<file path="config.mk">
export PLATFORM = sky130hd
export DESIGN_NAME = div_dispatch
export DESIGN_NICKNAME = d
export VERILOG_FILES = /design/src/rtl/div_pkg.sv /design/src/rtl/div_req_fifo.sv /design/src/rtl/div_dispatch.sv
export SDC_FILE = /design/constraint.sdc
export NUM_CORES = 1
export LEC_CHECK = 0
export CAP_MARGIN = 20
export CORE_MARGIN = 2
export CORE_UTILIZATION = 55
export DETAILED_ROUTE_END_ITERATION = 7
export GPL_TIMING_DRIVEN = 0
export PLACE_DENSITY = 0.82
export SYNTH_ARGS = -nofsm -noshare
export SYNTH_HDL_FRONTEND = slang
export SYNTH_SLANG_ARGS = --single-unit
</file>
<file path="constraint.sdc">
create_clock -name clk -period 5.5 [get_ports clk]
set_input_delay 0.55 -clock clk [delete_from_list [all_inputs] [get_ports clk]]
set_output_delay 0.55 -clock clk [all_outputs]
set_load 0.02 [all_outputs]
</file>
<file path="src/rtl/div_pkg.sv">
// Shared types and constants for the SDiv request dispatcher.
package div_pkg;

    localparam int unsigned W = 16;

    typedef enum logic [1:0] {
        IDLE  = 2'd0,
        ISSUE = 2'd1,
        WAIT  = 2'd2
    } state_t;

    // Divide-by-zero saturation values for the default operand width.
    localparam logic [W-1:0] DZ_POS = 16'h7FFF;
    localparam logic [W-1:0] DZ_NEG = 16'h8000;

    typedef struct packed {
        logic [W-1:0] dividend;
        logic [W-1:0] divisor;
    } req_t;

endpackage

</file>
<file path="src/rtl/div_req_fifo.sv">
// Request FIFO: power-of-two depth, head entry visible combinationally.
module div_req_fifo #(
    parameter int unsigned DEPTH = 4,
    parameter int unsigned DW    = 32
) (
    input  logic          clk,
    input  logic          rst_n,
    input  logic          push_i,
    input  logic          pop_i,
    input  logic [DW-1:0] wdata_i,
    output logic [DW-1:0] head_c,
    output logic          full_c,
    output logic          empty_c
);

    localparam int unsigned PW = (DEPTH > 1) ? $clog2(DEPTH) : 1;
    localparam int unsigned CW = $clog2(DEPTH + 1);

    logic [DW-1:0] mem_q [DEPTH];
    logic [PW-1:0] wr_ptr_q;
    logic [PW-1:0] rd_ptr_q;
    logic [CW-1:0] count_q;
    logic          push_ok_c;
    logic          pop_ok_c;

    assign full_c    = (count_q == CW'(DEPTH));
    assign empty_c   = (count_q == '0);
    assign push_ok_c = push_i && !full_c;
    assign pop_ok_c  = pop_i && !empty_c;
    assign head_c    = mem_q[rd_ptr_q];

    // Storage write; contents need no reset since count gates visibility.
    always_ff @(posedge clk) begin
        if (push_ok_c) begin
            mem_q[wr_ptr_q] <= wdata_i;
        end
    end

    // Pointers wrap naturally at DEPTH; count tracks occupancy 0..DEPTH.
    always_ff @(posedge clk or negedge rst_n) begin
        if (!rst_n) begin
            wr_ptr_q <= '0;
            rd_ptr_q <= '0;
            count_q  <= '0;
        end else begin
            if (push_ok_c) begin
                wr_ptr_q <= wr_ptr_q + PW'(1);
            end
            if (pop_ok_c) begin
                rd_ptr_q <= rd_ptr_q + PW'(1);
            end
            case ({push_ok_c, pop_ok_c})
                2'b10:   count_q <= count_q + CW'(1);
                2'b01:   count_q <= count_q - CW'(1);
                default: count_q <= count_q;
            endcase
        end
    end

endmodule

</file>
<file path="src/rtl/div_dispatch.sv">
// Buffers divide requests, issues them to SDiv one at a time, and
// resolves zero divisors locally with saturated results.
module div_dispatch #(
    parameter int unsigned DEPTH = 4,
    parameter int unsigned W     = div_pkg::W
) (
    input  logic         clk,
    input  logic         rst_n,
    input  logic         in_vld,
    output logic         in_rdy,
    input  logic [W-1:0] in_dividend,
    input  logic [W-1:0] in_divisor,
    output logic         out_vld,
    input  logic         out_rdy,
    output logic [W-1:0] out_quotient,
    output logic         out_dz,
    output logic         div_go,
    output logic [W-1:0] div_dividend,
    output logic [W-1:0] div_divisor,
    input  logic         div_rdy,
    input  logic [W-1:0] div_quotient
);

    import div_pkg::*;

    localparam int unsigned  DW      = 2 * W;
    localparam logic [W-1:0] SAT_POS = {1'b0, {(W-1){1'b1}}};
    localparam logic [W-1:0] SAT_NEG = {1'b1, {(W-1){1'b0}}};

    state_t        state_q, state_d;
    logic          rdy_q;
    logic          go_q, go_d;
    logic [W-1:0]  dvd_q, dvd_d;
    logic [W-1:0]  dvs_q, dvs_d;
    logic          vld_q, vld_d;
    logic [W-1:0]  quo_q, quo_d;
    logic          dz_q, dz_d;
    logic          dz_pend_q, dz_pend_d;
    logic          dz_neg_q, dz_neg_d;

    logic          fifo_pop_c;
    logic          fifo_full_c;
    logic          fifo_empty_c;
    logic [DW-1:0] fifo_head_c;
    logic [W-1:0]  head_dividend_c;
    logic [W-1:0]  head_divisor_c;
    logic          rdy_rise_c;
    logic          slot_free_c;

    div_req_fifo #(
        .DEPTH (DEPTH),
        .DW    (DW)
    ) u_fifo (
        .clk     (clk),
        .rst_n   (rst_n),
        .push_i  (in_vld),
        .pop_i   (fifo_pop_c),
        .wdata_i ({in_dividend, in_divisor}),
        .head_c  (fifo_head_c),
        .full_c  (fifo_full_c),
        .empty_c (fifo_empty_c)
    );

    assign {head_dividend_c, head_divisor_c} = fifo_head_c;

    assign rdy_rise_c  = div_rdy && !rdy_q;
    assign slot_free_c = !vld_q || out_rdy;

    assign in_rdy       = !fifo_full_c;
    assign out_vld      = vld_q;
    assign out_quotient = quo_q;
    assign out_dz       = dz_q;
    assign div_go       = go_q;
    assign div_dividend = dvd_q;
    assign div_divisor  = dvs_q;

    // Next-state, pop decision and slot update.
    always_comb begin
        state_d    = state_q;
        fifo_pop_c = 1'b0;
        go_d       = 1'b0;
        dvd_d      = dvd_q;
        dvs_d      = dvs_q;
        vld_d      = vld_q && !out_rdy;
        quo_d      = quo_q;
        dz_d       = dz_q;
        dz_pend_d  = 1'b0;
        dz_neg_d   = dz_neg_q;

        // A zero-divisor pop lands in the slot on the following edge.
        if (dz_pend_q) begin
            vld_d = 1'b1;
            quo_d = dz_neg_q ? SAT_NEG : SAT_POS;
            dz_d  = 1'b1;
        end

        case (state_q)
            IDLE: begin
                if (!fifo_empty_c && slot_free_c && !dz_pend_q) begin
                    fifo_pop_c = 1'b1;
                    if (head_divisor_c == '0) begin
                        dz_pend_d = 1'b1;
                        dz_neg_d  = head_dividend_c[W-1];
                    end else begin
                        dvd_d   = head_dividend_c;
                        dvs_d   = head_divisor_c;
                        go_d    = 1'b1;
                        state_d = ISSUE;
                    end
                end
            end
            ISSUE: begin
                state_d = WAIT;
            end
            WAIT: begin
                if (rdy_rise_c) begin
                    vld_d   = 1'b1;
                    quo_d   = div_quotient;
                    dz_d    = 1'b0;
                    state_d = IDLE;
                end
            end
            default: begin
                state_d = IDLE;
            end
        endcase
    end

    // State, operand, result and div_rdy history registers.
    always_ff @(posedge clk or negedge rst_n) begin
        if (!rst_n) begin
            state_q   <= IDLE;
            rdy_q     <= 1'b0;
            go_q      <= 1'b0;
            dvd_q     <= '0;
            dvs_q     <= '0;
            vld_q     <= 1'b0;
            quo_q     <= '0;
            dz_q      <= 1'b0;
            dz_pend_q <= 1'b0;
            dz_neg_q  <= 1'b0;
        end else begin
            state_q   <= state_d;
            rdy_q     <= div_rdy;
            go_q      <= go_d;
            dvd_q     <= dvd_d;
            dvs_q     <= dvs_d;
            vld_q     <= vld_d;
            quo_q     <= quo_d;
            dz_q      <= dz_d;
            dz_pend_q <= dz_pend_d;
            dz_neg_q  <= dz_neg_d;
        end
    end

endmodule

</file>
==> metrics.txt, run 1 <==
# TYPE chip_impl_metric gauge
chip_impl_info{name="status",value="complete, no violations"} 1
chip_impl_metric{name="vias",unit=""} 3743
chip_impl_metric{name="post_synth_inst_count",unit=""} 374
chip_impl_metric{name="maximum_number_of_pins_on_one_net_before_global_route_repair",unit=""} 64
chip_impl_metric{name="synth-async-reset-ratio",unit="%"} 32.98
chip_impl_metric{name="fin_crit",unit="ns"} 3.264
chip_impl_metric{name="ioPinCount",unit=""} 105
chip_impl_info{name="tritoncts",value="yes"} 1
chip_impl_info{name="post-synth-top-area-cell",value="sky130_fd_sc_hd__edfxtp_1"} 1
chip_impl_info{name="netlist_top_cells_area",value="sky130_fd_sc_hd__edfxtp_1, sky130_fd_sc_hd__dfrtp_1, sky130_fd_sc_hd__mux4_2, sky130_fd_sc_hd__mux2_1, sky130_fd_sc_hd__a21oi_1"} 1
chip_impl_metric{name="initial_core_util",unit="%"} 56.73
chip_impl_info{name="crit_top_cell",value="sky130_fd_sc_hd__clkbuf_1"} 1
chip_impl_metric{name="die_area",unit="mm²"} 0.01400
chip_impl_metric{name="buffers_from_clock_root_to_sink_at_most",unit=""} 2
chip_impl_metric{name="place_hpwl",unit="µm"} 8508
chip_impl_metric{name="global_route.overflow_total",unit=""} 0
chip_impl_metric{name="worst_r2r_path_depth",unit=""} 8
chip_impl_info{name="ys_top_cells_by_count",value="sky130_fd_sc_hd__edfxtp_1, sky130_fd_sc_hd__dfrtp_1, sky130_fd_sc_hd__a21oi_1, sky130_fd_sc_hd__mux4_2, sky130_fd_sc_hd__mux2_1"} 1
chip_impl_metric{name="groute.usage.overall",unit="%"} 20.21
chip_impl_metric{name="drtPass1Iterations",unit=""} 4
chip_impl_metric{name="tightest_slew",unit="ns"} 0.9032
chip_impl_metric{name="worstPathMaxFanout",unit=""} 10
chip_impl_metric{name="max_freq",unit="MHz"} 306.3
chip_impl_metric{name="final-max-slew-violation-count",unit=""} 0
chip_impl_metric{name="yosys.cell_types.count",unit=""} 32
chip_impl_metric{name="max_cap_viol_count",unit=""} 0
chip_impl_metric{name="ys_ff_latch",unit=""} 191
chip_impl_metric{name="ys_warn_count",unit=""} 0
chip_impl_metric{name="filler_cell_count",unit=""} 784
chip_impl_metric{name="core.rowCount",unit=""} 41
chip_impl_metric{name="initialDrtViolationCount",unit=""} 282
chip_impl_metric{name="multi_input_comb_area",unit="mm²"} 0.001637
chip_impl_metric{name="routed_wirelength",unit="µm"} 13150
chip_impl_metric{name="slew-limit-headroom",unit="%"} 39.79
chip_impl_metric{name="timing.final.setup_violations",unit=""} 0
chip_impl_info{name="critical_path.startpoint_type",value="flop"} 1
chip_impl_metric{name="cts-htree-levels",unit=""} 4
chip_impl_metric{name="avgViaCountPerCell",unit=""} 5.488
chip_impl_info{name="crit_type",value="flop to flop"} 1
chip_impl_metric{name="postSynthAreaPerCell",unit="µm²"} 19.22
chip_impl_info{name="hold_path.class",value="input port to asynchronous set/reset pin"} 1
chip_impl_info{name="worst_path_max_delay_cell",value="sky130_fd_sc_hd__clkbuf_1"} 1
chip_impl_metric{name="chipHeight",unit="µm"} 118.3
chip_impl_metric{name="final_hold_viol_count",unit=""} 0
chip_impl_metric{name="cp_slowest_stage_delay",unit="ns"} 0.62
chip_impl_info{name="synth_top_flop_cell",value="sky130_fd_sc_hd__edfxtp_1"} 1
chip_impl_metric{name="timing.critical_path.required",unit="ns"} 5.81
chip_impl_metric{name="cts_inserted_buffers",unit=""} 17
chip_impl_metric{name="route.detailed.wl_per_inst",unit="µm"} 19.28
chip_impl_metric{name="insertedDiodeCount",unit=""} 0
chip_impl_metric{name="port-buffer-count",unit=""} 104
chip_impl_metric{name="cts_num_sinks",unit=""} 191
chip_impl_metric{name="signal_arrival_time_at_the_worst_endpoint",unit="ns"} 3.58
chip_impl_metric{name="grt_pass1_wl",unit="µm"} 20890
chip_impl_info{name="clock_tree.root_cell",value="sky130_fd_sc_hd__clkbuf_16"} 1
chip_impl_metric{name="area_growth_syn_to_layout",unit="%"} 25.81
chip_impl_metric{name="grt_pass1_vias",unit=""} 3890
chip_impl_metric{name="irDropWorstVdd",unit="µV"} 301.5
chip_impl_metric{name="dp_worst_setup_slack",unit="ns"} 2.266
chip_impl_metric{name="synth_largest_type_area_fraction",unit="%"} 53.47
chip_impl_metric{name="tns",unit="ns"} 0
chip_impl_metric{name="clk_transition_reported_paths",unit="ns"} 0.06
chip_impl_metric{name="dp.cells",unit=""} 650
chip_impl_metric{name="synth.net_count",unit=""} 433
chip_impl_metric{name="globalplace.congestion",unit=""} 0.7707
chip_impl_metric{name="cts_hold_repair.buffers",unit=""} 0
chip_impl_info{name="rsz0062_at_grt",value="false"} 1
chip_impl_metric{name="post_cts_resized",unit=""} 0
chip_impl_metric{name="finish.net_count",unit=""} 556
chip_impl_metric{name="grt_antenna_before_repair",unit=""} 0
chip_impl_metric{name="layout_worst_path_cycle_share",unit="%"} 59.35
chip_impl_metric{name="post_cts.repair.setup_buffers",unit=""} 0
chip_impl_metric{name="drtAntennaViolNets",unit=""} 0
chip_impl_metric{name="clk-insertion-delay-late",unit="ns"} 0.43
chip_impl_info{name="timing.critical_path.cells",value="clkbuf_1, clkbuf_1, mux4_2, nor4_1, nand4_1, nand2_2, buf_6, mux2_1"} 1
chip_impl_metric{name="seq_area",unit="mm²"} 0.005420
chip_impl_metric{name="layout-drive-gt1-share",unit="%"} 15.69
chip_impl_metric{name="finalWorstSetupSlack",unit="ns"} 2.236
chip_impl_metric{name="power.leakage",unit="µW"} 0.003267
chip_impl_metric{name="die-width",unit="µm"} 118.3
chip_impl_metric{name="route.detailed.drc",unit=""} 0
chip_impl_info{name="post-synth-top-count-cell",value="sky130_fd_sc_hd__edfxtp_1"} 1
chip_impl_metric{name="power_per_cell_area",unit="mW/mm²"} 577.1
chip_impl_metric{name="synth-seq-area-share",unit="%"} 75.40
chip_impl_metric{name="placeable_area",unit="mm²"} 0.01267
chip_impl_metric{name="setup_clock_skew_after_layout",unit="ns"} 0.005749
chip_impl_metric{name="synth_enable_flop_cells",unit=""} 128
chip_impl_metric{name="finish.cell_count_without_fillers",unit=""} 682
chip_impl_metric{name="netlist_area",unit="mm²"} 0.007188
chip_impl_info{name="end_kind",value="flop"} 1
==> final cells by class <==
type / instances / share of cell area [%]
flip-flops and latches: 191 / 59.93
multi-input cells: 156 / 18.10
repair buffers: 104 / 11.48
clock buffers: 18 / 4.745
well taps: 172 / 2.380
clock inverters: 14 / 1.854
plain buffers: 17 / 1.093
inverters: 10 / 0.4151
==> stage by stage <==
| stage | hold slack [ns] | util, % | cell area, µm² | total power [µW] |
|---|---|---|---|---|
| 2_1_floorplan | 0.2544 | - | 7188 | 3307 |
| 3_3_place_gp | 0.4746 | 66.64 | 8444 | 3970 |
| 3_5_place_dp | 0.4808 | 66.66 | 8447 | 4050 |
| 4_1_cts | 0.2377 | 71.37 | 9044 | 5280 |
| 5_1_grt | 0.2678 | 71.37 | 9044 | 5479 |
| 6_report | 0.2098 | 71.37 | 9044 | 5219 |
==> power breakdown <==
part           switching, µW  internal (µW)  total (µW)
clock                    512            714        1230
sequential               166           1980        2150
combinational            932            913        1840
total                   1610           3610        5220
==> worst paths after layout <==
kind / startpoint / to / slack (ns)
worst min-delay path: rst_n / div_divisor[15] / 0.21
worst max register to register: u_fifo.rd_ptr_q[1] / div_dividend[0] / 2.24
max in group asynchronous: rst_n / div_dividend[0] / 4.74
worst min register to register: div_dividend[8] / div_dividend[8] / 0.49
worst max-delay path: u_fifo.rd_ptr_q[1] / div_dividend[0] / 2.24
min in group clk: div_dividend[8] / div_dividend[8] / 0.49
==> kinds of logic after synthesis <==
| family | synth area share, % |
|---|---|
| DFF | 75.40 |
| muxes | 15.49 |
| and+or+nand+nor | 2.855 |
| AOI/OAI and AO/OA | 2.472 |
| buffers and inverters | 1.897 |
| xor gates and xnor gates | 0.7312 |
| adders and majority gates | 1.149 |
==> registers in the layout, summed over array words and instances, names as in the netlist <==
register         cells
div_dividend        16
div_divisor         16
div_go               1
dz_neg_q             1
dz_pend_q            1
out_dz               1
out_quotient        16
out_vld              1
rdy_q                1
state_q              2
u_fifo.count_q       3
u_fifo.mem_q       128
u_fifo.rd_ptr_q      2
u_fifo.wr_ptr_q      2
==> layer usage <==
layer / up-vias / routed length, µm / GRT usage [%]
met5: - / 0 / 0
met4: 0 / 176 / 6.551
met3: 15 / 765 / 6.467
met2: 129 / 6590 / 33.24
met1: 1909 / 5620 / 25.74
li1: 1690 / - / -
==> cell usage in the layout (no fill, tap or decap), types with 2 or more instances in the layout <==
| cell type | n |
|---|---|
| sky130_fd_sc_hd__edfxtp_1 | 128 |
| sky130_fd_sc_hd__clkdlybuf4s50_1 | 103 |
| sky130_fd_sc_hd__dfrtp_1 | 63 |
| sky130_fd_sc_hd__a21oi_1 | 32 |
| sky130_fd_sc_hd__mux4_2 | 32 |
| sky130_fd_sc_hd__mux2_1 | 29 |
| sky130_fd_sc_hd__nor2_1 | 20 |
| sky130_fd_sc_hd__clkbuf_16 | 17 |
| sky130_fd_sc_hd__inv_1 | 10 |
| sky130_fd_sc_hd__clkbuf_1 | 10 |
| sky130_fd_sc_hd__nand2_1 | 5 |
| sky130_fd_sc_hd__mux2_2 | 5 |
| sky130_fd_sc_hd__ha_1 | 5 |
| sky130_fd_sc_hd__and3_2 | 4 |
| sky130_fd_sc_hd__buf_6 | 4 |
| sky130_fd_sc_hd__nor4_1 | 4 |
| sky130_fd_sc_hd__clkinv_4 | 4 |
| sky130_fd_sc_hd__xor2_1 | 3 |
| sky130_fd_sc_hd__xnor2_1 | 3 |
| sky130_fd_sc_hd__clkinv_2 | 3 |
| sky130_fd_sc_hd__bufinv_16 | 3 |
| sky130_fd_sc_hd__buf_4 | 2 |
| sky130_fd_sc_hd__buf_1 | 2 |
| sky130_fd_sc_hd__o21ai_0 | 2 |
| sky130_fd_sc_hd__clkinvlp_4 | 2 |
==> critical path, delay by kind of cell, from the launching register on <==
family	cells	cell delay, ns
simple gates	3	0.91
buf+inv	3	1.13
flops	1	0.32
mux	2	0.78
(Power assumes the default switching activity.)
==> inputs of run 2 (changes only) <==
--- a/config.mk
+++ b/config.mk
@@ -7,10 +7,10 @@
 export LEC_CHECK = 0
 export CAP_MARGIN = 20
 export CORE_MARGIN = 2
-export CORE_UTILIZATION = 55
+export CORE_UTILIZATION = 49
 export DETAILED_ROUTE_END_ITERATION = 7
 export GPL_TIMING_DRIVEN = 0
-export PLACE_DENSITY = 0.82
+export PLACE_DENSITY = 0.77
 export SYNTH_ARGS = -nofsm -noshare
 export SYNTH_HDL_FRONTEND = slang
 export SYNTH_SLANG_ARGS = --single-unit
==> constraint.sdc (replaced) <==
create_clock -name clk -period 2.95 [get_ports clk]
set_input_delay 0.295 -clock clk [delete_from_list [all_inputs] [get_ports clk]]
set_output_delay 0.295 -clock clk [all_outputs]
set_load 0.02 [all_outputs]
==> run 2 against run 1 <==
Against the previous run:
- sequential power up 87%
- clock-buffer cell count unchanged
- critical endpoint is now div_divisor[11]
- wire length rose by 1.0%
==> metrics.txt, run 2 (synthesis gave the netlist of run 1 again) <==
# TYPE chip_impl_metric gauge
chip_impl_metric{name="die_area",unit="mm²"} 0.01566
chip_impl_metric{name="placement.cell_area",unit="mm²"} 0.008462
chip_impl_metric{name="postLayoutCellArea",unit="mm²"} 0.009060
chip_impl_metric{name="post_layout_utilization_of_the_core",unit="%"} 62.81
chip_impl_metric{name="cts_num_sinks",unit=""} 191
chip_impl_metric{name="buffers_from_clock_root_to_sink_at_most",unit=""} 2
chip_impl_metric{name="avgViaCountPerCell",unit=""} 5.427
chip_impl_info{name="clock_tree.root_cell",value="sky130_fd_sc_hd__clkbuf_16"} 1
chip_impl_metric{name="clk_transition_reported_paths",unit="ns"} 0.07
chip_impl_metric{name="drtPass1Iterations",unit=""} 5
chip_impl_metric{name="signal_arrival_time_at_the_worst_endpoint",unit="ns"} 3.07
chip_impl_metric{name="grt_pass1_wl",unit="µm"} 21120
chip_impl_info{name="timing.critical_path.cells",value="buf_4, buf_6, mux4_2, nor4_1, nand4_1, buf_4, nand2_4, buf_6, mux2_1"} 1
chip_impl_metric{name="place_hpwl",unit="µm"} 8324
chip_impl_metric{name="setup_clock_skew_after_layout",unit="ns"} 0.006599
chip_impl_info{name="rsz0062_at_grt",value="false"} 1
chip_impl_metric{name="timing.final.setup_violations",unit=""} 0
chip_impl_metric{name="power.leakage",unit="µW"} 0.003275
chip_impl_metric{name="vias",unit=""} 3777
chip_impl_metric{name="cp_slowest_stage_delay",unit="ns"} 0.54
chip_impl_metric{name="route.detailed.drc",unit=""} 0
chip_impl_metric{name="layout-drive-gt1-share",unit="%"} 16.99
chip_impl_info{name="most_frequent_cells_in_the_layout",value="sky130_fd_sc_hd__edfxtp_1, sky130_fd_sc_hd__clkdlybuf4s50_1, sky130_fd_sc_hd__dfrtp_1, sky130_fd_sc_hd__a21oi_1, sky130_fd_sc_hd__mux4_2"} 1
chip_impl_metric{name="worst_path_depth",unit=""} 9
chip_impl_metric{name="power_per_cell_area",unit="mW/mm²"} 1063
chip_impl_metric{name="max_cap_viol_count",unit=""} 0
chip_impl_metric{name="largest_register_ffs",unit=""} 128
chip_impl_metric{name="area_growth_syn_to_layout",unit="%"} 26.04
chip_impl_metric{name="timing.critical_path.buf_inv",unit=""} 4
chip_impl_metric{name="finish.net_count",unit=""} 558
chip_impl_metric{name="routed_wirelength",unit="µm"} 13290
chip_impl_metric{name="port-buffer-count",unit=""} 104
chip_impl_metric{name="min_delay_path_depth",unit=""} 1
chip_impl_metric{name="cts-htree-levels",unit=""} 4
chip_impl_info{name="holdPathEnd",value="rdy_q"} 1
chip_impl_metric{name="final-max-slew-violation-count",unit=""} 0
chip_impl_info{name="worst_setup_path_startpoint",value="u_fifo.rd_ptr_q[0]"} 1
chip_impl_metric{name="ioPinCount",unit=""} 105
chip_impl_metric{name="worst_r2r_path_depth",unit=""} 9
chip_impl_metric{name="maximum_number_of_pins_on_one_net_before_global_route_repair",unit=""} 64
chip_impl_info{name="regToRegStartpoint",value="u_fifo.rd_ptr_q[0]"} 1
chip_impl_info{name="crit_type",value="flop to flop"} 1
chip_impl_metric{name="core.rowCount",unit=""} 44
chip_impl_metric{name="chipHeight",unit="µm"} 125.1
chip_impl_metric{name="slew-limit-headroom",unit="%"} 40.82
chip_impl_metric{name="global_route.overflow_total",unit=""} 0
chip_impl_metric{name="layout_worst_path_cycle_share",unit="%"} 93.73
chip_impl_info{name="status",value="complete, no violations"} 1
chip_impl_info{name="max_flop_register",value="u_fifo.mem_q"} 1
chip_impl_metric{name="fin_crit",unit="ns"} 2.765
chip_impl_info{name="hp-start",value="div_rdy"} 1
chip_impl_metric{name="route.detailed.wl_per_inst",unit="µm"} 19.09
chip_impl_metric{name="clk-insertion-delay-late",unit="ns"} 0.43
chip_impl_info{name="critical_path.startpoint_type",value="flop"} 1
chip_impl_metric{name="insertedDiodeCount",unit=""} 0
chip_impl_metric{name="initialDrtViolationCount",unit=""} 208
chip_impl_metric{name="initial_core_util",unit="%"} 49.84
chip_impl_metric{name="grt_antenna_before_repair",unit=""} 0
chip_impl_metric{name="cts_inserted_buffers",unit=""} 17
chip_impl_metric{name="timing.critical_path.required",unit="ns"} 3.26
chip_impl_info{name="worst_r2r_endpoint",value="div_divisor[11]"} 1
chip_impl_info{name="crit_family",value="multiplexers"} 1
chip_impl_info{name="worst_path_max_delay_cell",value="sky130_fd_sc_hd__mux4_2"} 1
chip_impl_metric{name="filler_cell_count",unit=""} 1016
chip_impl_info{name="mostFrequentLayoutCell",value="sky130_fd_sc_hd__edfxtp_1"} 1
chip_impl_info{name="tritoncts",value="yes"} 1
chip_impl_metric{name="worstPathMaxFanout",unit=""} 10
chip_impl_metric{name="placeable_area",unit="mm²"} 0.01442
chip_impl_metric{name="globalplace.congestion",unit=""} 0.7846
chip_impl_metric{name="die-width",unit="µm"} 125.1
chip_impl_metric{name="irDropWorstVdd",unit="µV"} 452.2
chip_impl_metric{name="worst-r2r-setup-slack",unit="ns"} 0.19
chip_impl_metric{name="groute.usage.overall",unit="%"} 17.96
chip_impl_metric{name="final_hold_viol_count",unit=""} 0
chip_impl_metric{name="grt_pass1_vias",unit=""} 3921
chip_impl_metric{name="drtAntennaViolNets",unit=""} 0
chip_impl_info{name="hold_path.class",value="input port to flop"} 1
chip_impl_metric{name="tightest_slew",unit="ns"} 0.8877
chip_impl_info{name="end_kind",value="flop"} 1
chip_impl_metric{name="max_freq",unit="MHz"} 361.7
[run 2: cell types whose count changed in the layout (fill, tap and decap cells not counted), moves of 2 or more]
cell                        before  now
sky130_fd_sc_hd__clkinv_2        3    6
sky130_fd_sc_hd__buf_4           2    5
sky130_fd_sc_hd__bufinv_16       3    1
sky130_fd_sc_hd__clkbuf_1       10    6
[run 2: through the flow]
stage / setup TNS, ns / setup WS [ns] / hold WS, ns / cells / power, µW
finish: 0 / 0.1851 / 0.3410 / 696 / 9629
global route: 0 / 0.003608 / 0.3324 / 696 / 10130
CTS: 0 / 0.1582 / 0.3296 / 697 / 9737
detailed placement: -10.36 / -0.3754 / 0.4556 / 662 / 7556
global placement: -40.97 / -0.5028 / 0.4628 / 662 / 7429
floorplan: 0 / 0.5301 / -0.0005911 / 374 / 6166
[run 2: how the worst max path moves through the flow]
stage | end | slack [ns]
floorplan | div_dividend[0] | 0.53
global placement | div_dividend[3] | -0.50
detailed placement | div_divisor[11] | -0.38
CTS | div_divisor[11] | 0.16
global route | div_divisor[14] | 0.004
finish | div_divisor[11] | 0.19
[run 2: what timing repair did]
action	4_1_cts	5_1_grt
hold buffers	1	0
buffers inserted	2	0
gates resized for setup	6	0
endpoints found under the hold margin	18	0
endpoints found under the setup margin	35	23
pin swaps	1	0
[run 2: cell type report]
class | instances | area (µm²) | share of cell area, %
clock buffer | 18 | 439.2 | 4.847
tap | 184 | 230.2 | 2.541
inverter | 10 | 37.54 | 0.4143
multi-input combinational | 156 | 1648 | 18.19
sequential | 191 | 5420 | 59.83
timing repair buffer | 107 | 1064 | 11.74
buffer | 16 | 102.6 | 1.132
clock inverter | 14 | 118.9 | 1.312
[run 2: worst register-to-register path: stages, from the launching register on]
cell	delay, ns
sky130_fd_sc_hd__dfrtp_1	0.33
sky130_fd_sc_hd__buf_4	0.18
sky130_fd_sc_hd__buf_6	0.21
sky130_fd_sc_hd__mux4_2	0.54
sky130_fd_sc_hd__nor4_1	0.38
sky130_fd_sc_hd__nand4_1	0.13
sky130_fd_sc_hd__buf_4	0.18
sky130_fd_sc_hd__nand2_4	0.13
sky130_fd_sc_hd__buf_6	0.20
sky130_fd_sc_hd__mux2_1	0.35
[run 2: metal layers]
| layer | part of all wire [%] | up-vias | wire (µm) | GRT usage (%) |
|---|---|---|---|---|
| met5 | 0 | - | 0 | 0 |
| met4 | 2.7 | 0 | 353 | 9.412 |
| met3 | 6.7 | 24 | 897 | 4.921 |
| met2 | 49 | 146 | 6576 | 29.35 |
| met1 | 41 | 1912 | 5462 | 22.09 |
| li1 | - | 1695 | - | - |
[run 2: power by group]
group          leakage, µW  switching [µW]  total, µW  internal [µW]
logic              0.00109            1770       3490           1710
clock network     0.000276             952       2130           1180
registers          0.00191             315       4010           3690
total              0.00328            3040       9630           6590
==> inputs of run 3 (changes only) <==
--- a/config.mk
+++ b/config.mk
@@ -6,11 +6,13 @@
 export NUM_CORES = 1
 export LEC_CHECK = 0
 export CAP_MARGIN = 20
+export CELL_PAD_IN_SITES_DETAIL_PLACEMENT = 2
+export CELL_PAD_IN_SITES_GLOBAL_PLACEMENT = 2
 export CORE_MARGIN = 2
-export CORE_UTILIZATION = 49
+export CORE_UTILIZATION = 36
 export DETAILED_ROUTE_END_ITERATION = 7
 export GPL_TIMING_DRIVEN = 0
-export PLACE_DENSITY = 0.77
+export PLACE_DENSITY = 0.76
 export SYNTH_ARGS = -nofsm -noshare
 export SYNTH_HDL_FRONTEND = slang
 export SYNTH_SLANG_ARGS = --single-unit
==> run 3 against run 2 <==
Against the previous run:
- the run now ends with negative hold slack left
- fmax decreased by 0.80%
- global-route usage is 1.8 points lower
- critical path depth unchanged
- utilization fell by 15 points
- design area up 2.6%
- sequential power about the same
- register-to-register slack worse by 0.02 ns
- clock skew increased by 0.0050 ns
==> metrics.txt, run 3 (synthesis gave the netlist of run 1 again) <==
# TYPE chip_impl_metric gauge
chip_impl_metric{name="power.leakage",unit="µW"} 0.003327
chip_impl_metric{name="finish.cell_count_without_fillers",unit=""} 778
chip_impl_metric{name="timing.critical_path.required",unit="ns"} 3.25
chip_impl_metric{name="die_area",unit="mm²"} 0.02111
chip_impl_info{name="status",value="finished with violations"} 1
chip_impl_metric{name="irDropWorstVdd",unit="µV"} 450.3
chip_impl_info{name="hold_path.class",value="input port to asynchronous set/reset pin"} 1
chip_impl_metric{name="fin_crit",unit="ns"} 2.787
chip_impl_metric{name="vias",unit=""} 3779
chip_impl_metric{name="groute.usage.overall",unit="%"} 16.13
chip_impl_metric{name="maximum_number_of_pins_on_one_net_before_global_route_repair",unit=""} 64
chip_impl_metric{name="final-max-slew-violation-count",unit=""} 0
chip_impl_metric{name="initialDrtViolationCount",unit=""} 136
chip_impl_metric{name="dp.cells",unit=""} 746
chip_impl_metric{name="global_route.overflow_total",unit=""} 0
chip_impl_metric{name="route.detailed.wl_per_inst",unit="µm"} 21.04
chip_impl_info{name="end_kind",value="flop"} 1
chip_impl_metric{name="worstPathMaxFanout",unit=""} 10
chip_impl_metric{name="setup_clock_skew_after_layout",unit="ns"} 0.01164
chip_impl_metric{name="tightest_slew",unit="ns"} 0.9386
chip_impl_metric{name="routed_wirelength",unit="µm"} 16370
chip_impl_metric{name="post_layout_utilization_of_the_core",unit="%"} 47.58
chip_impl_metric{name="max_cap_viol_count",unit=""} 0
chip_impl_info{name="most_frequent_cells_in_the_layout",value="sky130_fd_sc_hd__edfxtp_1, sky130_fd_sc_hd__clkdlybuf4s50_1, sky130_fd_sc_hd__dfrtp_1, sky130_fd_sc_hd__a21oi_1, sky130_fd_sc_hd__mux4_2"} 1
chip_impl_metric{name="insertedDiodeCount",unit=""} 0
chip_impl_metric{name="area_growth_syn_to_layout",unit="%"} 29.26
chip_impl_metric{name="globalplace.congestion",unit=""} 0.6923
chip_impl_info{name="crit_type",value="flop to flop"} 1
chip_impl_metric{name="avgViaCountPerCell",unit=""} 4.857
chip_impl_metric{name="cts-htree-levels",unit=""} 4
chip_impl_info{name="mostFrequentLayoutCell",value="sky130_fd_sc_hd__edfxtp_1"} 1
chip_impl_metric{name="place_hpwl",unit="µm"} 10960
chip_impl_info{name="clock_tree.root_cell",value="sky130_fd_sc_hd__clkbuf_16"} 1
chip_impl_metric{name="layout-drive-gt1-share",unit="%"} 17.15
chip_impl_metric{name="drtPass1Iterations",unit=""} 4
chip_impl_info{name="violations_in_the_final_reports",value="negative hold slack"} 1
chip_impl_metric{name="finish.net_count",unit=""} 559
chip_impl_metric{name="final_hold_viol_count",unit=""} 8
chip_impl_metric{name="drtAntennaViolNets",unit=""} 0
chip_impl_metric{name="cts_inserted_buffers",unit=""} 17
chip_impl_info{name="max_flop_register",value="u_fifo.mem_q"} 1
chip_impl_metric{name="chipHeight",unit="µm"} 145.3
chip_impl_metric{name="max_freq",unit="MHz"} 358.8
chip_impl_metric{name="route.detailed.drc",unit=""} 0
chip_impl_metric{name="largest_register_ffs",unit=""} 128
chip_impl_metric{name="filler_cell_count",unit=""} 1804
chip_impl_info{name="rsz0062_at_grt",value="false"} 1
chip_impl_metric{name="layout_worst_path_cycle_share",unit="%"} 94.49
chip_impl_metric{name="clk-insertion-delay-late",unit="ns"} 0.43
chip_impl_metric{name="port-buffer-count",unit=""} 104
chip_impl_metric{name="buffers_from_clock_root_to_sink_at_most",unit=""} 2
chip_impl_metric{name="clk_transition_reported_paths",unit="ns"} 0.07
chip_impl_metric{name="worst_hold_slack_across_all_endpoints",unit="ns"} -0.02903
chip_impl_metric{name="initial_core_util",unit="%"} 36.81
chip_impl_metric{name="total_power",unit="µW"} 10040
chip_impl_metric{name="placeable_area",unit="mm²"} 0.01953
chip_impl_metric{name="die-width",unit="µm"} 145.3
chip_impl_metric{name="signal_arrival_time_at_the_worst_endpoint",unit="ns"} 3.09
chip_impl_metric{name="core.rowCount",unit=""} 51
chip_impl_info{name="critical_path.startpoint_type",value="flop"} 1
chip_impl_metric{name="grt_antenna_before_repair",unit=""} 0
chip_impl_metric{name="timing.final.setup_violations",unit=""} 0
chip_impl_info{name="tritoncts",value="yes"} 1
chip_impl_metric{name="grt_pass1_vias",unit=""} 4346
chip_impl_metric{name="grt_pass1_wl",unit="µm"} 25580
chip_impl_metric{name="slew-limit-headroom",unit="%"} 37.42
chip_impl_metric{name="cts_num_sinks",unit=""} 191
chip_impl_metric{name="power_per_cell_area",unit="mW/mm²"} 1081
chip_impl_metric{name="ioPinCount",unit=""} 105
-- run 3: power breakdown --
| group | internal (µW) | switching (µW) |
|---|---|---|
| registers | 3690 | 345 |
| logic | 1780 | 1840 |
| clock network | 1390 | 997 |
-- run 3: worst paths after layout --
check	startpoint	to	slack, ns	cells after the start
min reg2reg	div_divisor[1]	div_divisor[1]	0.49	1
max in group asynchronous	rst_n	div_dividend[13]	2.38	1
max	u_fifo.rd_ptr_q[0]	div_divisor[10]	0.16	9
min in group clk	div_rdy	rdy_q	0.34	1
max reg2reg	u_fifo.rd_ptr_q[0]	div_divisor[10]	0.16	9
min	rst_n	div_divisor[6]	-0.03	1
-- run 3: routing by layer --
metal / part of all wire (%) / wire length (µm) / track usage (%) / vias up
met5: 0 / 0 / 0 / -
met4: 1.6 / 261 / 6.225 / 0
met3: 2.9 / 477 / 3.019 / 16
met2: 52 / 8589 / 28.25 / 84
met1: 43 / 7040 / 19.92 / 1991
li1: - / - / - / 1688
-- run 3: cell type report --
cell class	instances	area [µm²]	area share (%)
buffer	16	105.1	1.131
clock buffer	20	456.7	4.915
clock inverter	12	157.7	1.697
inverter	10	37.54	0.4040
multi-input combinational	156	1654	17.80
sequential	191	5420	58.34
tap	265	331.6	3.569
timing repair buffer	108	1129	12.15
-- run 3: metrics by stage --
stage	setup WS, ns	cell area (µm²)	setup TNS [ns]
2_1_floorplan	0.5301	7188	0
3_3_place_gp	-0.7941	8561	-63.49
3_5_place_dp	-0.5177	8646	-15.17
4_1_cts	0.001269	9289	0
5_1_grt	0.01321	9291	0
6_report	0.1627	9291	0
-- run 3: critical path, cell delays in order (launching register included) --
cell and delay (ns):
sky130_fd_sc_hd__dfrtp_1 0.32, sky130_fd_sc_hd__buf_4 0.18, sky130_fd_sc_hd__buf_6 0.21, sky130_fd_sc_hd__mux4_2 0.56, sky130_fd_sc_hd__nor4_2 0.37, sky130_fd_sc_hd__nand4_1 0.14, sky130_fd_sc_hd__buf_4 0.19, sky130_fd_sc_hd__nand2_4 0.13
sky130_fd_sc_hd__buf_6 0.20, sky130_fd_sc_hd__mux2_1 0.35
-- run 3: timing repair --
| action | CTS | global route |
|---|---|---|
| pin swaps | 1 | 0 |
| endpoints found under the setup margin | 35 | 28 |
| setup buffers | 1 | 0 |
| hold buffers | 0 | 0 |
| resized for setup | 7 | 1 |
